`config.mk`:
```
export PLATFORM = sky130hd
export DESIGN_NAME = mem_access_ctrl
export DESIGN_NICKNAME = d
export VERILOG_FILES = /design/src/rtl/mem_access_ctrl.sv
export SDC_FILE = /design/constraint.sdc
export NUM_CORES = 1
export LEC_CHECK = 0
export CORE_AREA = 4 4 181 95
export CTS_BUF_LIST = sky130_fd_sc_hd__clkbuf_4
export DETAILED_ROUTE_END_ITERATION = 10
export DIE_AREA = 0 0 185 99
export GPL_TIMING_DRIVEN = 0
export PLACE_DENSITY = 0.58
export SLEW_MARGIN = 20
export SYNTH_ARGS = -nofsm -noshare
export SYNTH_HDL_FRONTEND = slang
export SYNTH_SLANG_ARGS = --single-unit
```
`constraint.sdc`:
```
create_clock -name clk -period 3.6 [get_ports clk]
set_input_delay 0.54 -clock clk [delete_from_list [all_inputs] [get_ports clk]]
set_output_delay 0.54 -clock clk [all_outputs]
set_load 0.05 [all_outputs]
```
`src/rtl/mem_access_ctrl.sv`:
```
// MEM-stage data-memory access sequencer: issues req/ack accesses, stalls the
// upstream pipeline while an access is outstanding and reports access errors.
module mem_access_ctrl #(
  parameter int unsigned DATA_W  = 32,
  parameter int unsigned TIMEOUT = 255
) (
  input  logic              clk,
  input  logic              rst,
  input  logic              MemRead_in,
  input  logic              MemWrite_in,
  input  logic [DATA_W-1:0] ADDR_in,
  input  logic [DATA_W-1:0] WD_in,
  output logic              mem_req,
  output logic              mem_we,
  output logic [DATA_W-1:0] mem_addr,
  output logic [DATA_W-1:0] mem_wdata,
  input  logic              mem_ack,
  input  logic [DATA_W-1:0] mem_rdata,
  output logic [DATA_W-1:0] RD_out,
  output logic              stall_out,
  output logic              bubble_out,
  output logic              err_out
);

  typedef enum logic [1:0] {StIdle, StWait, StDone} state_e;

  localparam logic [7:0] CntLast = 8'(TIMEOUT - 1);

  state_e            state_q, state_d;
  logic              req_q, req_d;
  logic              we_q, we_d;
  logic [DATA_W-1:0] addr_q, addr_d;
  logic [DATA_W-1:0] wdata_q, wdata_d;
  logic [DATA_W-1:0] rd_q, rd_d;
  logic              err_q, err_d;
  logic [7:0]        cnt_q, cnt_d;
  logic              stall;
  logic              valid_acc, bad_acc;

  // Misalignment only matters when an access is actually requested.
  assign valid_acc = (MemRead_in ^ MemWrite_in) & (ADDR_in[1:0] == 2'b00);
  assign bad_acc   = (MemRead_in & MemWrite_in) |
                     ((MemRead_in | MemWrite_in) & (ADDR_in[1:0] != 2'b00));

  always_comb begin
    state_d = state_q;
    req_d   = req_q;
    we_d    = we_q;
    addr_d  = addr_q;
    wdata_d = wdata_q;
    rd_d    = rd_q;
    err_d   = 1'b0;
    cnt_d   = cnt_q;
    stall   = 1'b0;
    unique case (state_q)
      StIdle: begin
        if (valid_acc) begin
          stall   = 1'b1;
          addr_d  = ADDR_in;
          wdata_d = WD_in;
          we_d    = MemWrite_in;
          req_d   = 1'b1;
          cnt_d   = 8'd0;
          state_d = StWait;
        end else if (bad_acc) begin
          err_d = 1'b1;
        end
      end
      StWait: begin
        stall = 1'b1;
        // Ack wins over expiry when both land in the same cycle.
        if (mem_ack) begin
          if (!we_q) rd_d = mem_rdata;
          req_d   = 1'b0;
          cnt_d   = 8'd0;
          state_d = StDone;
        end else if (cnt_q == CntLast) begin
          req_d   = 1'b0;
          rd_d    = '0;
          err_d   = 1'b1;
          cnt_d   = 8'd0;
          state_d = StDone;
        end else begin
          cnt_d = cnt_q + 8'd1;
        end
      end
      StDone: begin
        state_d = StIdle;
      end
      default: begin
        state_d = StIdle;
      end
    endcase
  end

  always_ff @(posedge clk) begin
    if (rst) begin
      state_q <= StIdle;
      req_q   <= 1'b0;
      we_q    <= 1'b0;
      addr_q  <= '0;
      wdata_q <= '0;
      rd_q    <= '0;
      err_q   <= 1'b0;
      cnt_q   <= 8'd0;
    end else begin
      state_q <= state_d;
      req_q   <= req_d;
      we_q    <= we_d;
      addr_q  <= addr_d;
      wdata_q <= wdata_d;
      rd_q    <= rd_d;
      err_q   <= err_d;
      cnt_q   <= cnt_d;
    end
  end

  assign mem_req    = req_q;
  assign mem_we     = we_q;
  assign mem_addr   = addr_q;
  assign mem_wdata  = wdata_q;
  assign RD_out     = rd_q;
  assign err_out    = err_q;
  assign stall_out  = stall;
  assign bubble_out = stall;

endmodule

```
Word-level counts from Yosys, hierarchy flattened
Cells that the tools add are included.

Register bits after elaboration: 109. Input bits: 101. Output and inout bits: 101.

Add/subtract/negate cells: 1. Eq/ne operators: 5. Mux-type cells: 22. Bitwise logic cells: 6. Reduce and logical (&&, ||, !) cells: 10.

Operators with widths (number): $mux 32 (3); $mux 8 (3); $pmux 8 s2 (1); $add 8x1->8 const B (1); $eq 8x8->1 const B (1); $mux 1 (8); $mux 2 (3); $pmux 1 s2 (3); $reduce_and 2->1 (3); $reduce_and 3->1 (2); $reduce_bool 2->1 (3); $logic_not 2->1 (2); $ne 2x2->1 const B (2); $pmux 2 s2 (1); $and 1x1->1 (3); $ne 3x3->1 const B (1); $eq 2x1->1 const B (1); $or 1x1->1 (2); $xor 1x1->1 (1).

Depth between registers and ports, before layout
Gate-level depths: netlist of the first run.

Depth in word-level cells: 6. Mapped depth: 8.

Worst setup path after synthesis of the first run
Ideal clock, no wire load.

Path kind: in2out. Start: in MemRead_in. End: out stall_out. Data arrival time: 1.863 ns. Data required time: 3.060 ns. Path slack: 1.197 ns. Stages on the path: 6. Buffers on the path: 1. Cell sequence: inv_1 -> ha_1 -> nor3b_4 -> o21bai_4 -> inv_1 -> buf_4.

Word-level cells in the longest chain between the ends: 4.

RTL lines: start: declaration (RTL line 9) `input logic MemRead_in,`; $xor 1x1->1 (RTL line 41) `assign valid_acc = (MemRead_in ^ MemWrite_in) & (ADDR_in[1:0] == 2'b00);`; $and 1x1->1 (RTL line 41); $mux 1 (RTL line 57) `if (valid_acc) begin`; $pmux 1 s2 (RTL line 55) `unique case (state_q)`; end: declaration (RTL line 20) `output logic stall_out,`.

Every way passes these cells.

Worst setup path after layout of the first run
Start: in MemWrite_in. End: out stall_out.

Word-level cells in the longest chain between the ends: 4.

RTL lines: start: declaration (RTL line 10) `input logic MemWrite_in,`; $xor 1x1->1 (RTL line 41); $and 1x1->1 (RTL line 41); $mux 1 (RTL line 57); $pmux 1 s2 (RTL line 55).

Every way passes these cells.

==> results of run 1 <==
-- sequential cells by signal, summed over array words and instances (netlist names) --
signal / cells
state_q: 2
RD_out: 32
err_out: 1
mem_addr: 32
mem_wdata: 32
cnt_q: 8
mem_we: 1
mem_req: 1
-- cells by family after synthesis --
| kind of cell | count (synthesis) | share of synthesized area (%) |
|---|---|---|
| buffers and inverters | 36 | 4.46 |
| flip-flops | 109 | 56.4 |
| XOR/XNOR | 5 | 1.13 |
| AO/OA/AOI/OAI | 113 | 19.3 |
| AND/OR/NAND/NOR | 160 | 17.3 |
| adder cells (fa/ha/maj) | 4 | 1.29 |
-- Yosys cell counts, drive strengths merged --
master | instances | area share, %
nor2b | 2 | 0.32
xor2 | 5 | 1.1
and2 | 1 | 0.19
a22oi | 2 | 0.39
dfxtp | 109 | 56
ha | 4 | 1.3
a221oi | 1 | 0.23
and3 | 3 | 0.49
inv | 6 | 0.58
nor3 | 4 | 0.65
nand2 | 129 | 13
o31ai | 2 | 0.39
nand3 | 1 | 0.13
o21bai | 1 | 0.49
nand4 | 1 | 0.16
nand2b | 3 | 0.49
buf | 17 | 2.6
a22o | 32 | 7.2
o2111ai | 1 | 0.23
nor3b | 1 | 0.49
o221a | 1 | 0.29
and3b | 1 | 0.23
a41oi | 1 | 0.42
clkbuf | 13 | 1.3
o211ai | 4 | 0.78
o21ai | 1 | 0.13
or4 | 1 | 0.29
a21oi | 67 | 8.8
and4 | 1 | 0.23
nor2 | 12 | 1.2
-- metrics by stage --
| step | area (sq um) | setup slack (ns) | instances | utilization [%] |
|---|---|---|---|---|
| finish | 6260 | 0.207 | 847 | 40.7 |
| global route | 6260 | 0.0490 | 847 | 40.7 |
| CTS | 6260 | 0.167 | 847 | 40.7 |
| detailed placement | 6120 | 0.176 | 831 | 39.8 |
| global placement | 6120 | 0.184 | 831 | 39.8 |
| floorplan | 3870 | 1.20 | 427 | - |
-- layout by cell type, fill, tap and decap left out, types with 2 or more instances in the layout --
master	netlist	layout
clkbuf_4	0	10
ha_1	4	4
nor2_1	12	12
clkdlybuf4s50_1	0	200
xor2_1	5	5
a22oi_1	2	2
nor3_1	3	3
and3_1	3	3
clkinv_4	0	2
buf_2	9	9
nor2b_1	2	2
a22o_1	32	32
dfxtp_1	109	109
nand2b_1	3	3
buf_4	7	7
clkbuf_1	13	13
a21oi_1	66	66
o211ai_1	4	4
inv_1	6	6
nand2_1	129	129
o31ai_1	2	2
-- worst min-delay path by stage --
stage / from / to / depth (start not counted)
2_1_floorplan: cnt_q[7]$_SDFFE_PP0P_ / cnt_q[7]$_SDFFE_PP0P_ / 2
3_3_place_gp: mem_addr[7]$_SDFFE_PP0P_ / mem_addr[7]$_SDFFE_PP0P_ / 2
3_5_place_dp: mem_addr[10]$_SDFFE_PP0P_ / mem_addr[10]$_SDFFE_PP0P_ / 2
4_1_cts: mem_addr[10]$_SDFFE_PP0P_ / mem_addr[10]$_SDFFE_PP0P_ / 2
5_1_grt: mem_addr[10]$_SDFFE_PP0P_ / mem_addr[10]$_SDFFE_PP0P_ / 2
6_report: mem_wdata[25]$_SDFFE_PP0P_ / mem_wdata[25]$_SDFFE_PP0P_ / 2
-- report_power, final --
part | internal (W) | leakage, nW | switching [W]
Clock | 0.000220 | 0.0740 | 0.000404
Combinational | 0.000197 | 1.28 | 0.000250
Sequential | 0.00124 | 0.883 | 0.0000182
-- metal layers --
| layer | GRT usage [%] | vias up |
|---|---|---|
| met5 | 0 | - |
| met4 | 3.78 | 0 |
| met3 | 3.69 | 14 |
| met2 | 22.6 | 77 |
| met1 | 15.8 | 1706 |
| li1 | - | 1863 |
-- final cells by class --
class,instances,area (sq um),share of cell area (%)
buffer,30,150,2.40
tap,204,255,4.08
clock buffer,10,75.1,1.20
multi-input combinational,282,1510,24.2
timing repair buffer,200,2000,32.0
sequential,109,2180,34.8
clock inverter,6,63.8,1.02
inverter,6,22.5,0.360
-- worst max-delay path, stage by stage --
cell	delay, ns
clkdlybuf4s50_1	0.51
inv_1	0.06
ha_1	0.28
nor3b_4	0.37
o21bai_4	0.11
inv_1	0.09
buf_4	0.10
clkdlybuf4s50_1	0.78
==> metrics, run 1 <==
largest net degree at the start of global routing=18; diode count=0; Hold-fix buffers, CTS=0; first-pass GRT wire length=19.3 mm; Metal-1 WL=5.41 mm; routability congestion estimate=0.724; CTS clk-pin slew, worst paths=0.15 ns; CP Launch Point=MemWrite_in; Via density=4.32; Ys Warns=0; setup violators final=0; clk_skew=0.0203 ns; PortBufs=200; Iter 0 DRT Violations=109; Reg2Reg Depth=7; average wire per standard cell=14.4 um; Leakage=2.24 nW; WL met3=588 um; Post-CTS Setup Bufs=0; clk_lat worst skew=0.45 ns; slew margin rel.=59.2%; critical path class=input pin to output pin; CP Capture Point=stall_out; highest metal used=met4; Max-cap violations=0; Ports=202; # nets final=743; met2 routed WL=6.01 mm; outcome=finished clean; layout cells sized above 1=6.07%; Slew @ Worst Pin=0.610 ns; Clock Tree Root=clkbuf_4; clock sink total=109; Min Hold Slack=0.465 ns; Period Utilization, post-route=94.3%; #FFs+latches synth=109; Post-Syn Instances=427; CP endpoint kind=output pin; Mapped Nets=532; max-slew violation total from the final report=0; total CTS buffers=9; Core ar.=15,400 sq um; Cell Area, Synth=3870 sq um; Synth cell types=34; final HPWL from detailed placement=9.14 mm; CTS max path bufs=2; antenna-violating nets left=0; Initial Utilization=25.2%; initial antenna violation count=0; CTS H-Tree Depth=3; Arr. time, crit path=2.85 ns; Avg Cell Area, Syn=9.06 sq um; sequential fraction of the synthesis area=56.4%; Die ar.=18,300 sq um; vias in the first global route=3,637; CP Max Fanout=8; drt total wl=12.2 mm; Final min period=3.39 ns; Critical R2R Launch=cnt_q[0]$_SDFFE_PP0P_; Die Width=185 um; post-CTS sizing=0; Die Y=99 um; FILL cells=1,571; RSZ-0062 raised after global routing=no; total track usage=13.0%; Pre-antenna DRT Iters=4; Critical Path RT=3.06 ns; setup TNS=0 ns; min-delay worst type=register to register; num rows=32; total gr overflow=0; P&R area growth vs syn=62.0%; r2r setup slk=1.69 ns; vias=3,660; startpoint types=input pin; Final Hold Viols=0; Worst VDD drop=0.145 mV; Total Power=0.00233 W; CTS tree=done; PD cells=372 nW/um^2; Max Fclk=0.295 GHz; worst flop-to-flop path endpoint=RD_out[25]$_SDFFE_PP0P_; DR DRC count=0
Power figures use the tool's default switching activity.
==> run 2, diff against run 1 <==
CORE_AREA = 4 4 138 74   (was 4 4 181 95)
DIE_AREA = 0 0 142 78   (was 0 0 185 99)
PLACE_DENSITY = 0.89   (was 0.58)
TNS_END_PERCENT = 50   (was default)
==> metrics, run 2 (synthesized netlist as in run 1, its figures left out) <==
Reg2Reg Depth=7; vias=3,795; antenna-violating nets left=0; CTS max path bufs=2; # nets final=743; Max-cap violations=0; CTS H-Tree Depth=3; sequential power share=52.6%; Period Utilization, post-route=94.2%; DR DRC count=0; Crit path buffers/inverters=5; hold endpoint=mem_addr[24]$_SDFFE_PP0P_; Setup WS pre-CTS=0.195 ns; CTS clk-pin slew, worst paths=0.17 ns; Final Hold Viols=0; setup TNS=0 ns; delay-heaviest family, CP=buffers and inverters; clock power share=28.8%; final HPWL from detailed placement=9.45 mm; Worst VDD drop=0.234 mV; r2r setup slk=1.73 ns; worst flop-to-flop path endpoint=RD_out[29]$_SDFFE_PP0P_; RSZ-0062 raised after global routing=no; PortBufs=200; initial antenna violation count=0; total track usage=21.2%; Critical R2R Launch=cnt_q[0]$_SDFFE_PP0P_; PD cells=388 nW/um^2; worst setup margin=0.207 ns; total CTS buffers=9; Switching Fraction=27.7%; Leakage=2.25 nW; Sw Pwr=0.000667 W; Initial Utilization=42.5%; Die Width=142 um; most common cell after layout, fill and taps aside=clkdlybuf4s50_1; P&R area growth vs syn=60.0%; setup violators final=0; slowest CP cell=clkdlybuf4s50_1; worst path cell trace=clkdlybuf4s50_1 > inv_1 > ha_1 > nor3b_4 > o21bai_4 > inv_1 > buf_4 > clkdlybuf4s50_1; Critical Path RT=3.06 ns; Die ar.=11,100 sq um; first-pass GRT wire length=18.7 mm; Die Y=78 um; Max Fclk=0.295 GHz; Arr. time, crit path=2.85 ns; Total Power=0.00240 W; CP Max Fanout=8; post-CTS sizing=0; clk_lat worst skew=0.45 ns; max-slew violation total from the final report=0; Ports=202; Final min period=3.39 ns; Iter 0 DRT Violations=114; cell internal pwr=0.00174 W; min-delay worst type=register to register; layout cells sized above 1=6.22%; Hold-fix buffers, CTS=0; hold depth=2; max incr delay on CP=0.78 ns; Clock Tree Root=clkbuf_4; clock sink total=109; Post-CTS Setup Bufs=0; routability congestion estimate=0.856; Pre-antenna DRT Iters=6; outcome=finished clean; most frequent cells in the layout=clkdlybuf4s50_1, nand2_1, dfxtp_1; hold wc startpoint=mem_addr[24]$_SDFFE_PP0P_; Comb power frac=18.6%; diode count=0; critical path class=input pin to output pin; startpoint types=input pin; CTS tree=done; Slew @ Worst Pin=0.554 ns; Core ar.=9100 sq um; Via density=4.97; num rows=25; CP endpoint kind=output pin; total gr overflow=0; vias in the first global route=3,711; average wire per standard cell=15.7 um; final core occ=68.0%; drt total wl=12.0 mm; Min Hold Slack=0.465 ns; largest net degree at the start of global routing=19; slew margin rel.=62.9%; clk_skew=0.0232 ns
## run 2: changes by cell type in the layout (fill, tap and decap cells not counted)
| cell | delta |
|---|---|
| inv_6 | +2 |
| clkinv_2 | -1 |
| clkinv_1 | -1 |
| bufinv_16 | +1 |
| clkinv_4 | -2 |
| clkinvlp_4 | +1 |
## run 2: final cells by class
| class | count | area [sq um] |
|---|---|---|
| repair buffers | 200 | 2000 |
| clock inverters | 6 | 92.6 |
| well taps | 121 | 151 |
| flip-flops and latches | 109 | 2180 |
| clock buffers | 10 | 75.1 |
| plain buffers | 30 | 150 |
| multi-input cells | 282 | 1510 |
| inverters | 6 | 22.5 |
| fillers | 695 | 2910 |
## run 2: per-stage QoR
step	area [sq um]	std cells
2_1_floorplan	3870	427
3_3_place_gp	6020	748
3_5_place_dp	6020	748
4_1_cts	6190	764
5_1_grt	6190	764
6_report	6190	764
## run 2: worst max path at each step
stage                           start         to  slack (ns)  cells past startpoint
after detailed placement  MemWrite_in  stall_out        0.20                      8
after global placement    MemWrite_in  stall_out        0.22                      8
final                     MemWrite_in  stall_out        0.21                      8
after CTS                 MemWrite_in  stall_out        0.20                      8
after global routing      MemWrite_in  stall_out        0.07                      8
after floorplan            MemRead_in  stall_out        1.20                      6
## run 2: power groups by stage
stage / logic (W) / clock network, W / registers (W)
after floorplan: 0.000107 / 0 / 0.00141
after global placement: 0.000440 / 0 / 0.00129
after detailed placement: 0.000447 / 0 / 0.00129
after CTS: 0.000448 / 0.000721 / 0.00126
after global routing: 0.000473 / 0.000770 / 0.00127
final: 0.000446 / 0.000693 / 0.00126
## run 2: worst reg2reg max path: stages (launching register included)
cell and delay (ns):
dfxtp_1 0.44, inv_1 0.06, ha_1 0.23, nand3_1 0.11, o31ai_1 0.07, a21oi_1 0.44
buf_2 0.32, a22o_1 0.16
## run 2: metal layers
layer / track usage, % / vias to the layer above / wire, um
met3: 9.36 / 7 / 1240
met5: 0 / - / 0
met1: 26.2 / 1766 / 5180
met2: 35.0 / 154 / 5500
met4: 3.54 / 0 / 51
li1: - / 1868 / -
==> run 3, diff against run 2 <==
GPL_ROUTABILITY_DRIVEN = 0   (was default)
==> results of run 3 <==
Same layout as run 2: the final DEF is identical, and so are final timing and power.
